## src/rtl/conv_stream_sequencer.sv

```systemverilog
// conv_stream_sequencer: skews activation vectors into a systolic array and
// returns deskewed column results through a credit-controlled output FIFO.
module conv_stream_sequencer #(
    parameter int DATA_W     = 8,
    parameter int OUT_W      = 24,
    parameter int N_ROWS     = 9,
    parameter int N_COLS     = 3,
    parameter int ARR_LAT    = 4,
    parameter int FIFO_DEPTH = 8,
    parameter int CNT_W      = 16
) (
    input  logic                      clk,
    input  logic                      nrst,
    input  logic                      ctrl_start,
    input  logic                      ctrl_abort,
    input  logic [CNT_W-1:0]          cfg_num_vectors,
    input  logic                      in_valid,
    output logic                      in_ready,
    input  logic [N_ROWS*DATA_W-1:0]  in_act,
    output logic [N_ROWS*DATA_W-1:0]  arr_act,
    input  logic [N_COLS*OUT_W-1:0]   arr_psum,
    output logic                      out_valid,
    input  logic                      out_ready,
    output logic [N_COLS*OUT_W-1:0]   out_data,
    output logic                      out_last,
    output logic                      busy,
    output logic                      flag_done
);
    localparam int PIPE = ARR_LAT + N_COLS;
    localparam int PW = FIFO_DEPTH > 1 ? $clog2(FIFO_DEPTH) : 1;
    localparam logic [CNT_W-1:0] DEPTH_C = CNT_W'(FIFO_DEPTH);
    localparam logic [PW-1:0] LAST_P = PW'(FIFO_DEPTH - 1);

    typedef enum logic [1:0] {IDLE, RUN, DRAIN, DONE} state_t;
    state_t state, state_nx;

    logic [CNT_W-1:0] num_q, acc_cnt, inflight, fifo_cnt;
    logic [PIPE-1:0] tag_sr, last_sr;
    logic [PW-1:0] wr_ptr, rd_ptr;
    logic [N_COLS*OUT_W-1:0] mem [FIFO_DEPTH];
    logic [FIFO_DEPTH-1:0] last_mem;
    logic [N_COLS*OUT_W-1:0] aligned;
    logic accept, push, pop, is_last, flush;

    assign accept  = in_valid & in_ready;
    assign is_last = acc_cnt == num_q - CNT_W'(1);
    assign flush   = ctrl_abort && state != IDLE;
    assign push    = tag_sr[PIPE-1];
    assign pop     = out_ready && fifo_cnt != '0;

    // state register
    always_ff @(posedge clk or negedge nrst)
        if (!nrst) state <= IDLE;
        else state <= state_nx;

    // next-state logic; abort overrides every other transition
    always_comb begin
        state_nx = state;
        case (state)
            IDLE:    if (ctrl_start) state_nx = cfg_num_vectors == '0 ? DONE : RUN;
            RUN:     if (accept && is_last) state_nx = DRAIN;
            DRAIN:   if (inflight == '0 && fifo_cnt == '0) state_nx = DONE;
            default: state_nx = IDLE;
        endcase
        if (flush) state_nx = IDLE;
    end

    // outputs decoded from state and credits; a pop frees its credit next cycle
    always_comb begin
        in_ready  = state == RUN && acc_cnt < num_q && inflight + fifo_cnt < DEPTH_C;
        busy      = state != IDLE;
        flag_done = state == DONE;
    end

    // run length, accept count and in-flight credit tracking
    always_ff @(posedge clk or negedge nrst)
        if (!nrst) begin
            num_q    <= '0;
            acc_cnt  <= '0;
            inflight <= '0;
        end else if (flush) begin
            num_q    <= '0;
            acc_cnt  <= '0;
            inflight <= '0;
        end else begin
            if (state == IDLE && ctrl_start) begin
                num_q   <= cfg_num_vectors;
                acc_cnt <= '0;
            end else if (accept) acc_cnt <= acc_cnt + CNT_W'(1);
            if (accept != push) inflight <= accept ? inflight + CNT_W'(1) : inflight - CNT_W'(1);
        end

    for (genvar y = 0; y < N_ROWS; y++) begin : g_skew
        logic [DATA_W-1:0] sr [0:y];
        // lane y reaches its row after 1+y registers; bubbles inject zeros
        always_ff @(posedge clk or negedge nrst)
            if (!nrst) for (int k = 0; k <= y; k++) sr[k] <= '0;
            else begin
                sr[0] <= accept ? in_act[y*DATA_W +: DATA_W] : '0;
                for (int k = 1; k <= y; k++) sr[k] <= sr[k-1];
            end
        assign arr_act[y*DATA_W +: DATA_W] = sr[y];
    end

    for (genvar x = 0; x < N_COLS; x++) begin : g_deskew
        localparam int D = N_COLS - 1 - x;
        if (D == 0) begin : g_pass
            assign aligned[x*OUT_W +: OUT_W] = arr_psum[x*OUT_W +: OUT_W];
        end else begin : g_dly
            logic [OUT_W-1:0] sr [0:D-1];
            // earlier columns wait for the last column to line up
            always_ff @(posedge clk or negedge nrst)
                if (!nrst) for (int k = 0; k < D; k++) sr[k] <= '0;
                else begin
                    sr[0] <= arr_psum[x*OUT_W +: OUT_W];
                    for (int k = 1; k < D; k++) sr[k] <= sr[k-1];
                end
            assign aligned[x*OUT_W +: OUT_W] = sr[D-1];
        end
    end

    // valid and last tags travel alongside the data through the array pipeline
    always_ff @(posedge clk or negedge nrst)
        if (!nrst) begin
            tag_sr  <= '0;
            last_sr <= '0;
        end else if (flush) begin
            tag_sr  <= '0;
            last_sr <= '0;
        end else begin
            tag_sr  <= PIPE'({tag_sr, accept});
            last_sr <= PIPE'({last_sr, accept & is_last});
        end

    // FIFO pointers and occupancy; push and pop may coincide even when full
    always_ff @(posedge clk or negedge nrst)
        if (!nrst) begin
            wr_ptr   <= '0;
            rd_ptr   <= '0;
            fifo_cnt <= '0;
        end else if (flush) begin
            wr_ptr   <= '0;
            rd_ptr   <= '0;
            fifo_cnt <= '0;
        end else begin
            if (push) wr_ptr <= wr_ptr == LAST_P ? '0 : wr_ptr + PW'(1);
            if (pop) rd_ptr <= rd_ptr == LAST_P ? '0 : rd_ptr + PW'(1);
            if (push != pop) fifo_cnt <= push ? fifo_cnt + CNT_W'(1) : fifo_cnt - CNT_W'(1);
        end

    // FIFO storage needs no reset; reads are masked while empty
    always_ff @(posedge clk)
        if (push) begin
            mem[wr_ptr]      <= aligned;
            last_mem[wr_ptr] <= last_sr[PIPE-1];
        end

    assign out_valid = fifo_cnt != '0;
    assign out_data  = out_valid ? mem[rd_ptr] : '0;
    assign out_last  = out_valid & last_mem[rd_ptr];

    a_no_overflow: assert property (@(posedge clk) disable iff (!nrst)
        !(push && !pop && fifo_cnt == DEPTH_C));
endmodule

```

## config.mk

```make
export PLATFORM = sky130hd
export DESIGN_NAME = conv_stream_sequencer
export DESIGN_NICKNAME = d
export VERILOG_FILES = /design/src/rtl/conv_stream_sequencer.sv
export SDC_FILE = /design/constraint.sdc
export NUM_CORES = 1
export LEC_CHECK = 0
export ABC_AREA = 1
export CORE_MARGIN = 5
export CORE_UTILIZATION = 40
export DETAILED_ROUTE_END_ITERATION = 8
export PLACE_DENSITY = 0.71
export SYNTH_ARGS = -nofsm -noshare
export SYNTH_HDL_FRONTEND = slang
export SYNTH_SLANG_ARGS = --single-unit
```

## constraint.sdc

```tcl
create_clock -name clk -period 5.18 [get_ports clk]
set_input_delay 1.036 -clock clk [delete_from_list [all_inputs] [get_ports clk]]
set_output_delay 1.036 -clock clk [all_outputs]
set_load 0.01 [all_outputs]
```

==> implementation parameters <==
Parameter                              Value

Worst setup path
  Crit path top cell by count ... sky130_fd_sc_hd__nand2_1
  Kind of end point of the critical path ... primary output
  Max Fanout on Critical Path ... 5
  Critical path's slowest cell ... sky130_fd_sc_hd__clkdlybuf4s50_1
  Endpoint arrival time on the critical path ... 3600 ps
  Classification of the worst setup path ... register to primary output
  Critical path data required time ... 4140 ps
  Max incr delay on CP ... 640 ps
  Cell chain of the critical path ... ha_1, nand3_1, nand2_1, nand2_1, nand2_1, nand2_1, nand2_1, nand2_1, nand2_1, nor4_1, nand3_1, nor3_2, clkdlybuf4s50_1
  Worst setup SP type ... register

Cells and area
  Post-layout nets ... 3705
  Final instance count without filler cells ... 4949
  Post-layout utilization of the core ... 48.3%
  Area Overhead vs Synth ... 19.9%
  Share of cells above drive strength 1 ... 11.4%

Power
  Peak supply drop ... 0.357 mV
  Power per cell area ... 492 nW/um^2
  Total power of the final layout ... 24.6 mW
  Static Leakage ... 20.5 nW

Floorplan
  Number of top-level pins ... 315
  Die span in y ... 333 um
  Std cell rows ... 118
  Die ar. ... 111000 sq um
  Core Region ... 104000 sq um
  Die X-Extent ... 333 um
  Effective utilization at floorplan ... 40.3%

Place
  Final Wtd Congestion ... 0.907
  Port-buffer cells ... 314
  Sum of net half-perimeters after detailed placement ... 54600 um
  Placed cell count ... 4738

Timing
  Actual slew at the worst max-slew pin ... 1130 ps
  Rel. slew slack ... 24.7%
  Achievable clock frequency ... 216 MHz
  Final Setup Violations ... 0
  Time the worst path needs with I/O delays and setup ... 4630 ps
  Worst clock skew on the final layout ... 30.1 ps
  Post-route clock period utilization ... 89.5%
  Final Slew Violations ... 0
  TNS Setup ... 0 ps
  Hold violation count in the final report ... 0
  Setup repair after global routing missed its margin ... no

Synth
  Mean instance size in the synthesized netlist ... 13.0 sq um
  Synthesized net count ... 3445
  Part of the Yosys area used for sequential elements ... 73.0%
  Number of flops mapped to enable cells by yosys ... 584
  Most frequently used flop master after synthesis ... sky130_fd_sc_hd__edfxtp_1
  FF+latch count, synth ... 1102
  Netlist cell types ... 50
  Syn. warnings ... 0
  Count of mapped cells out of synthesis ... 3209
  Share of synthesized flip-flops with an asynchronous set or reset ... 47.0%
  Post-Syn Area ... 41800 sq um

Clock network
  Clock Path Buffers ... 3
  CTS tree ... done
  Clock latency reported for the late side of the worst-skew pair ... 690 ps
  Number of buffers inserted by post-CTS setup repair ... 0
  Post_cts resized ... 0
  Register clock-pin slew on the reported worst setup and hold paths ... 60 ps
  Count of clock tree sinks ... 1102
  Number of levels the H-tree was split into ... 3
  Clk Tree Root Cell ... sky130_fd_sc_hd__clkbuf_16
  Num CTS Buffers ... 109
  Post-cts hold buffer count ... 0

Global route
  Number of antenna violations at the first check in global routing ... 8
  Global-route wire length before repair ... 145000 um
  Leftover overflow at the end of global routing ... 0
  Via count of the first global-routing pass ... 25500
  Maximum number of pins on one net before global-route repair ... 225
  Total global routing track utilization ... 16.6%

Flow run
  Number of max-cap violations ... 0

Route
  DRC violations left ... 0
  Antenna violation net count after detailed routing ... 0
  1st-pass router iterations ... 5
  Detail-routed via count per cell ... 5.08
  Post-detailed-routing wire length ... 93700 um
  Post-detailed-route wirelength per cell ... 18.9 um
  Number of DRC markers after the initial detailed-route iteration ... 1943
  Vias ... 25100

Min path
  Kind of path behind the tightest hold check ... register to register

Run status
  Run status ... completed
==> per-layer routing <==
metal	routed length, um	vias up	share of wire [%]	GRT usage (%)
li1	-	11700	-	-
met1	39000	12500	42	21.7
met2	45100	741	48	27.7
met3	6960	170	7.4	3.88
met4	2660	6	2.8	5.21
met5	41	-	0.044	0
==> area by class of cell <==
class | instances | area [sq um]
clock buffers | 155 | 3160
flip-flops and latches | 1102 | 30500
repair buffers | 359 | 3690
inverters | 238 | 905
fillers | 8926 | 53600
diodes | 4 | 10.0
multi-input cells | 1659 | 9390
clock inverters | 52 | 698
well taps | 1380 | 1730
==> state kept, by name, indices dropped and copies added (netlist names) <==
register,cells
last_mem,8
inflight,16
tag_sr,7
g_deskew.g_dly.sr,48
g_skew.sr,296
fifo_cnt,16
num_q,16
arr_act,64
state,2
rd_ptr,3
aligned,24
last_sr,7
wr_ptr,3
mem,576
acc_cnt,16
==> cell families after synthesis <==
group | share of synthesized area [%]
buf+inv | 4.65
xor+xnor | 1.17
compound gates | 9.48
simple gates | 9.53
fa+ha+maj | 2.13
flops | 73.0
==> layout by cell type, fill, tap and decap left out, drive strengths merged, types with 2 or more instances in the layout <==
| cell type | n |
|---|---|
| and2 | 5 |
| o21ai | 349 |
| nand3 | 85 |
| buf | 46 |
| a211oi | 6 |
| xor2 | 37 |
| o221a | 146 |
| bufinv | 12 |
| dfrtp | 518 |
| nand2 | 249 |
| nor4 | 11 |
| a21oi | 45 |
| clkinv | 33 |
| nor3 | 101 |
| nand3b | 5 |
| clkbuf | 155 |
| ha | 68 |
| nand4 | 20 |
| fa | 2 |
| inv | 241 |
| edfxtp | 584 |
| xnor2 | 18 |
| clkdlybuf4s50 | 313 |
| nor2 | 466 |
| or2 | 3 |
| diode | 4 |
| a21o | 6 |
| o22ai | 11 |
| o21bai | 11 |
| a31oi | 4 |
| clkinvlp | 4 |
==> report_power, final <==
part	switching (mW)	leakage (nW)	internal, mW
registers	0.274	12.3	9.46
logic	3.97	6.31	2.69
clock network	3.36	1.89	4.88
==> metrics by stage <==
| stage | hold WS (ps) | setup WS [ps] | cell area [sq um] |
|---|---|---|---|
| final | 333 | 546 | 50100 |
| after global routing | 340 | 390 | 50100 |
| after CTS | 336 | 583 | 50100 |
| after detailed placement | 335 | 725 | 46200 |
| after global placement | 331 | 817 | 46200 |
| after floorplan | 331 | 303 | 41800 |
==> synthesized netlist by cell type, types with 2 or more instances <==
master | instances | area [sq um]
sky130_fd_sc_hd__a211oi_1 | 6 | 45.0
sky130_fd_sc_hd__dfrtp_1 | 518 | 13000
sky130_fd_sc_hd__nor2_1 | 460 | 1730
sky130_fd_sc_hd__nor3_1 | 97 | 485
sky130_fd_sc_hd__o221a_1 | 7 | 78.8
sky130_fd_sc_hd__o21ai_0 | 349 | 1750
sky130_fd_sc_hd__fa_1 | 2 | 40.0
sky130_fd_sc_hd__xnor2_1 | 18 | 158
sky130_fd_sc_hd__o21bai_1 | 11 | 82.6
sky130_fd_sc_hd__buf_4 | 65 | 488
sky130_fd_sc_hd__a21oi_1 | 44 | 220
sky130_fd_sc_hd__o22ai_1 | 11 | 68.8
sky130_fd_sc_hd__a21o_1 | 6 | 45.0
sky130_fd_sc_hd__clkinv_1 | 2 | 7.51
sky130_fd_sc_hd__inv_1 | 235 | 882
sky130_fd_sc_hd__nand2_2 | 5 | 31.3
sky130_fd_sc_hd__buf_2 | 8 | 40.0
sky130_fd_sc_hd__o221a_2 | 139 | 1570
sky130_fd_sc_hd__or2_2 | 3 | 18.8
sky130_fd_sc_hd__a31oi_1 | 4 | 25.0
sky130_fd_sc_hd__nor4_1 | 11 | 68.8
sky130_fd_sc_hd__nor2_4 | 2 | 22.5
sky130_fd_sc_hd__ha_1 | 68 | 851
sky130_fd_sc_hd__nand4_1 | 19 | 119
sky130_fd_sc_hd__nor2_2 | 4 | 25.0
sky130_fd_sc_hd__nand3b_1 | 5 | 37.5
sky130_fd_sc_hd__nor3_2 | 4 | 40.0
sky130_fd_sc_hd__xor2_1 | 36 | 315
sky130_fd_sc_hd__nand2_1 | 244 | 916
sky130_fd_sc_hd__nand3_1 | 85 | 425
sky130_fd_sc_hd__buf_1 | 12 | 45.0
sky130_fd_sc_hd__clkbuf_1 | 124 | 465
sky130_fd_sc_hd__edfxtp_1 | 584 | 17500
sky130_fd_sc_hd__and2_1 | 5 | 31.3
==> critical path, delay by kind of cell (launching register included) <==
kind	cells	cell delay [ps]
buffers and inverters	1	640
adders and majority gates	1	340
and+or+nand+nor	11	1470
DFF	1	450
==> final timing paths <==
path,depth (start not counted),start,end,slack (ps)
worst max-delay path,13,inflight[1],in_ready,550
worst min-delay path,0,g_skew[7].sr[30],g_skew[7].sr[22],330
worst max register to register,24,inflight[1],inflight[12],560
worst min register to register,0,g_skew[7].sr[30],g_skew[7].sr[22],330
max in group asynchronous,3,nrst,g_skew[2].sr[14],3610
min in group asynchronous,1,nrst,arr_act[40],430
(Power assumes the default switching activity.)
